## config.mk

```make
export PLATFORM = sky130hd
export DESIGN_NAME = if_fetch_queue
export DESIGN_NICKNAME = d
export VERILOG_FILES = /design/src/rtl/if_fetch_queue.sv
export SDC_FILE = /design/constraint.sdc
export NUM_CORES = 1
export LEC_CHECK = 0
export BUFFER_PORTS_ARGS = -buffer_cell sky130_fd_sc_hd__buf_2
export CORE_UTILIZATION = 49
export DETAILED_ROUTE_END_ITERATION = 6
export PLACE_DENSITY = 0.85
export SETUP_SLACK_MARGIN = 0.1
export SLEW_MARGIN = 15
export SYNTH_ARGS = -nofsm -noshare
export SYNTH_HDL_FRONTEND = slang
export SYNTH_SLANG_ARGS = --single-unit
```

## constraint.sdc

```tcl
create_clock -name clk -period 4 [get_ports clk]
set_input_delay 0.4 -clock clk [delete_from_list [all_inputs] [get_ports clk]]
set_output_delay 0.4 -clock clk [all_outputs]
set_load 0.1 [all_outputs]
```

## src/rtl/if_fetch_queue.sv

```systemverilog
`default_nettype none
// ============================================================================
// Module  : if_fetch_queue
// Purpose : PC generation, sync-read IMEM driver and DEPTH-entry fetch queue
//           with redirect/flush and valid/ready hand-off to decode.
// Rev     : 1.0
// ============================================================================
module if_fetch_queue #(
   parameter int               XLEN     = 32,
   parameter int               IM_AW    = 6,
   parameter int               DEPTH    = 2,
   parameter logic [XLEN-1:0]  RESET_PC = '0,
   parameter logic [XLEN-1:0]  NOP_INST = 32'h0000_0013
) (
   input  logic              clk,
   input  logic              rst,
   output logic              im_req,
   output logic [IM_AW-1:0]  im_addr,
   input  logic [XLEN-1:0]   im_data,
   input  logic              redirect_valid,
   input  logic [XLEN-1:0]   redirect_pc,
   output logic              id_valid,
   input  logic              id_ready,
   output logic [XLEN-1:0]   id_inst,
   output logic [XLEN-1:0]   id_pc,
   output logic [XLEN-1:0]   fetch_pc
);

   localparam int PTR_W = $clog2(DEPTH);
   localparam int CNT_W = PTR_W + 1;
   localparam logic [CNT_W:0] c_DEPTH = (CNT_W+1)'(DEPTH);

   logic [XLEN-1:0]  r_pc;
   logic             r_inflight;
   logic [XLEN-1:0]  r_inflight_pc;
   logic [PTR_W-1:0] r_rd_ptr;
   logic [PTR_W-1:0] r_wr_ptr;
   logic [CNT_W-1:0] r_count;
   logic [XLEN-1:0]  r_q_inst [DEPTH];
   logic [XLEN-1:0]  r_q_pc   [DEPTH];

   logic             w_pop;
   logic             w_push;
   logic             w_issue;
   logic [CNT_W:0]   w_occ;
   logic             w_unused;

   assign w_unused = &{1'b0, redirect_pc[1:0]};

   assign id_valid = (r_count != '0);
   assign w_pop    = id_valid & id_ready;
   assign w_push   = r_inflight & ~redirect_valid;

   // Occupancy counts the in-flight slot so a response always has room.
   assign w_occ   = {1'b0, r_count} + (CNT_W+1)'(r_inflight) - (CNT_W+1)'(w_pop);
   assign w_issue = ~redirect_valid & (w_occ < c_DEPTH);

   assign im_req   = w_issue & ~rst;
   assign im_addr  = r_pc[IM_AW+1:2];
   assign fetch_pc = r_pc;
   assign id_inst  = id_valid ? r_q_inst[r_rd_ptr] : NOP_INST;
   assign id_pc    = id_valid ? r_q_pc[r_rd_ptr]   : '0;

   always_ff @(posedge clk or posedge rst) begin
      if (rst) begin
         r_pc          <= RESET_PC;
         r_inflight    <= 1'b0;
         r_inflight_pc <= '0;
         r_rd_ptr      <= '0;
         r_wr_ptr      <= '0;
         r_count       <= '0;
      end else if (redirect_valid) begin
         r_pc       <= {redirect_pc[XLEN-1:2], 2'b00};
         r_inflight <= 1'b0;
         r_rd_ptr   <= '0;
         r_wr_ptr   <= '0;
         r_count    <= '0;
      end else begin
         r_inflight <= w_issue;
         if (w_issue) begin
            r_pc          <= r_pc + XLEN'(4);
            r_inflight_pc <= r_pc;
         end
         if (w_push)
            r_wr_ptr <= r_wr_ptr + 1'b1;
         if (w_pop)
            r_rd_ptr <= r_rd_ptr + 1'b1;
         r_count <= r_count + CNT_W'(w_push) - CNT_W'(w_pop);
      end
   end

   // Queue storage needs no reset: entries are only visible while counted.
   always_ff @(posedge clk) begin
      if (w_push) begin
         r_q_inst[r_wr_ptr] <= im_data;
         r_q_pc[r_wr_ptr]   <= r_inflight_pc;
      end
   end

   a_no_overflow: assert property (@(posedge clk) disable iff (rst)
      !(w_push && !w_pop && r_count == CNT_W'(DEPTH)));

endmodule
`default_nettype wire

```

==> run_results.csv <==
group,metric,value,unit
timing,fin_skew,0.00901,ns
route,drtPass1Iterations,5,
clocking,root_buffer,"clkbuf_16",
min_path,hold_depth,1,
timing,max_slew_margin,26.8,%
timing,period_needed,3.45,ns
clocking,htreeDepth,4,
timing,worst_pin_slew,1.10,ns
route,vias,5274,
timing,max_freq,0.290,GHz
finish,fin_nets,811,
grt,grt_pass1_vias,4891,
floorplanning,coreArea,15900,µm²
critical_path,cp-start-kind,"flip-flop",
route,wire_per_inst,16.8,µm
route,post-route-drc-count,0,
placed_design,io_buffers,165,
yosys,ys.flop_type,"edfxtp_1",
finish,diodes,0,
yosys,synth-edff-count,124,
yosys,syn-cell-area,7970,µm²
run_status,outcome,"completed",
clocking,numCtsBuffers,17,
flow_run,cap_violations,0,
clocking,cts_tree,"built",
critical_path,crit_required,3.60,ns
min_path,hold_end,"r_q_inst[0][30]$_DFFE_PP_",
clocking,post_cts_buffers,0,
floorplanning,ios,172,
finish,synthToLayoutAreaGrowth,20.4,%
yosys,ys_types,44,
placed_design,dp_hpwl,10700,µm
critical_path,worstSetupPathType,"reg2out",
yosys,synth_seq_cells,189,
route,finalWirelength,16300,µm
finish,layout_common_cells,"164 x buf_2, 124 x edfxtp_1, 78 x nor2_1",
clocking,cts_hold_buf,0,
timing,drv_slew,0,
timing,fin_crit_sh,86.2,%
floorplanning,dieWidth,130,µm
floorplanning,die_area,16800,µm²
critical_path,r2r-end,"fetch_pc[19]$_DFFE_PP0P_",
clocking,cts.reportedPaths.clkPinSlew,0.07,ns
timing,setup_tns,0,ns
min_path,hold_path_startpoint,"im_data[30]",
grt,grt_use_total,19.8,%
finish,seqCellArea,5350,µm²
clocking,clockBufferDepth,2,
finish,n_fill_cell,1214,
placed_design,routabilityCongestion,0.851,
min_path,hp-class,"in2reg",
grt,grt_pass1_wl,25200,µm
critical_path,crit_path_end_kind,"output pin",
critical_path,r2r-start,"r_count[1]$_DFF_PP0_",
finish,drive_above_1_share,31.9,%
floorplanning,rows,46,
finish,multi_input_area,2420,µm²
clocking,cts_sinks,189,
clocking,clock_latency,0.43,ns
route,detail_route.iter0.violations,328,
finish,final_common_cell,"buf_2",
clocking,post_cts_resized,0,
timing,setup_viol,0,
yosys,ys_seq_area_share,67.1,%
route,postRouteAntennaNets,0,
grt,grt_overflow,0,
yosys,syn-instance-count,587,
yosys,async_flop_share,34.4,%
yosys,ys_warn_count,0,
timing,hold_viol,0,
timing,rsz0062_at_grt,"no",
floorplanning,start_util,50.2,%
grt,antenna_found_initial,0,
critical_path,r2r_cells,7,
floorplanning,die_y,130,µm
critical_path,critical_path_arrival,3.05,ns
grt,grt_max_degree,64,
critical_path,crit_fanout,7,
critical_path,r2r_slack,0.59,ns
route,vias_per_cell,5.44,
yosys,syn-mean-instance-area,13.6,µm²
-- routing by layer --
| layer | track usage [%] | part of all wire [%] | wire length, µm | vias to the layer above |
|---|---|---|---|---|
| met1 | 26.3 | 44 | 7140 | 2599 |
| met4 | 7.59 | 1.3 | 218 | 0 |
| met3 | 4.21 | 5.6 | 914 | 19 |
| li1 | - | - | - | 2472 |
| met5 | 0 | 0 | 0 | - |
| met2 | 32.0 | 49 | 8030 | 184 |
-- metrics by stage --
stage / hold WS (ns) / util [%] / cell area (µm²) / std cells / worst slack (ns)
floorplan: 0.437 / - / 7990 / 590 / 0.168
global placement: 0.446 / 56.5 / 8970 / 937 / 0.782
detailed placement: 0.453 / 56.5 / 8970 / 937 / 0.636
CTS: 0.142 / 60.4 / 9600 / 969 / 0.507
global route: 0.143 / 60.4 / 9600 / 969 / 0.370
finish: 0.161 / 60.4 / 9600 / 969 / 0.553
-- sequential cells by signal, summed over array words and instances (netlist names) --
| signal | count |
|---|---|
| fetch_pc | 30 |
| r_count | 2 |
| r_inflight | 1 |
| r_inflight_pc | 30 |
| r_q_inst | 64 |
| r_q_pc | 60 |
| r_rd_ptr | 1 |
| r_wr_ptr | 1 |
-- how the worst max path moves through the flow --
stage | start | endpoint | slack, ns | cells after the start
3_3_place_gp | r_count[1]$_DFF_PP0_ | fetch_pc[13]$_DFFE_PP0P_ | 0.78 | 7
5_1_grt | r_count[1]$_DFF_PP0_ | im_req | 0.37 | 7
6_report | r_count[1]$_DFF_PP0_ | im_req | 0.55 | 7
4_1_cts | r_count[1]$_DFF_PP0_ | im_req | 0.51 | 7
2_1_floorplan | r_count[1]$_DFF_PP0_ | im_req | 0.17 | 8
3_5_place_dp | r_count[1]$_DFF_PP0_ | fetch_pc[19]$_DFFE_PP0P_ | 0.64 | 7
-- cells by family (layout without fill, tap and decap cells) --
kind of cell,Yosys count,in the layout,synth area share [%]
simple gates,191,191,11.8
flops,189,189,67.1
mux,90,90,11.7
compound gates,52,52,4.36
buf+inv,48,211,2.93
xor+xnor,13,13,1.52
fa+ha+maj,3,3,0.565
other cells,1,4,0.0470
-- critical path, stage by stage (launching register included) --
cell and delay, ns:
dfrtp_1 0.57, and3b_1 0.26, o21ai_0 0.12, fa_1 0.45, xnor2_1 0.50, nand3_1 0.27
nor2_1 0.24, buf_12 0.20
-- area by class of cell --
| cell class | count | share of cell area [%] |
|---|---|---|
| tap | 216 | 2.82 |
| clock buffer | 20 | 4.99 |
| clock inverter | 12 | 1.53 |
| inverter | 7 | 0.274 |
| sequential | 189 | 55.8 |
| multi-input combinational | 353 | 25.2 |
| timing repair buffer | 172 | 9.44 |
-- synth_stat cells (7+ instances only) --
library cell | count | area share, %
a31oi_1 | 12 | 0.94
buf_4 | 10 | 0.94
clkbuf_1 | 26 | 1.2
dfrtp_1 | 65 | 20
edfxtp_1 | 124 | 47
mux2_2 | 27 | 3.8
mux2i_1 | 63 | 7.9
nand2_1 | 34 | 1.6
nand3_1 | 20 | 1.3
nand4_1 | 11 | 0.86
nor2_1 | 79 | 3.7
o211ai_1 | 7 | 0.66
o21ai_0 | 12 | 0.75
o31ai_1 | 13 | 1.2
or4_1 | 18 | 1.7
xor2_1 | 7 | 0.77
Power is left out: the tool's default activity adds up to more than one toggle a clock period on the data nets, which glitch-free logic cannot reach.
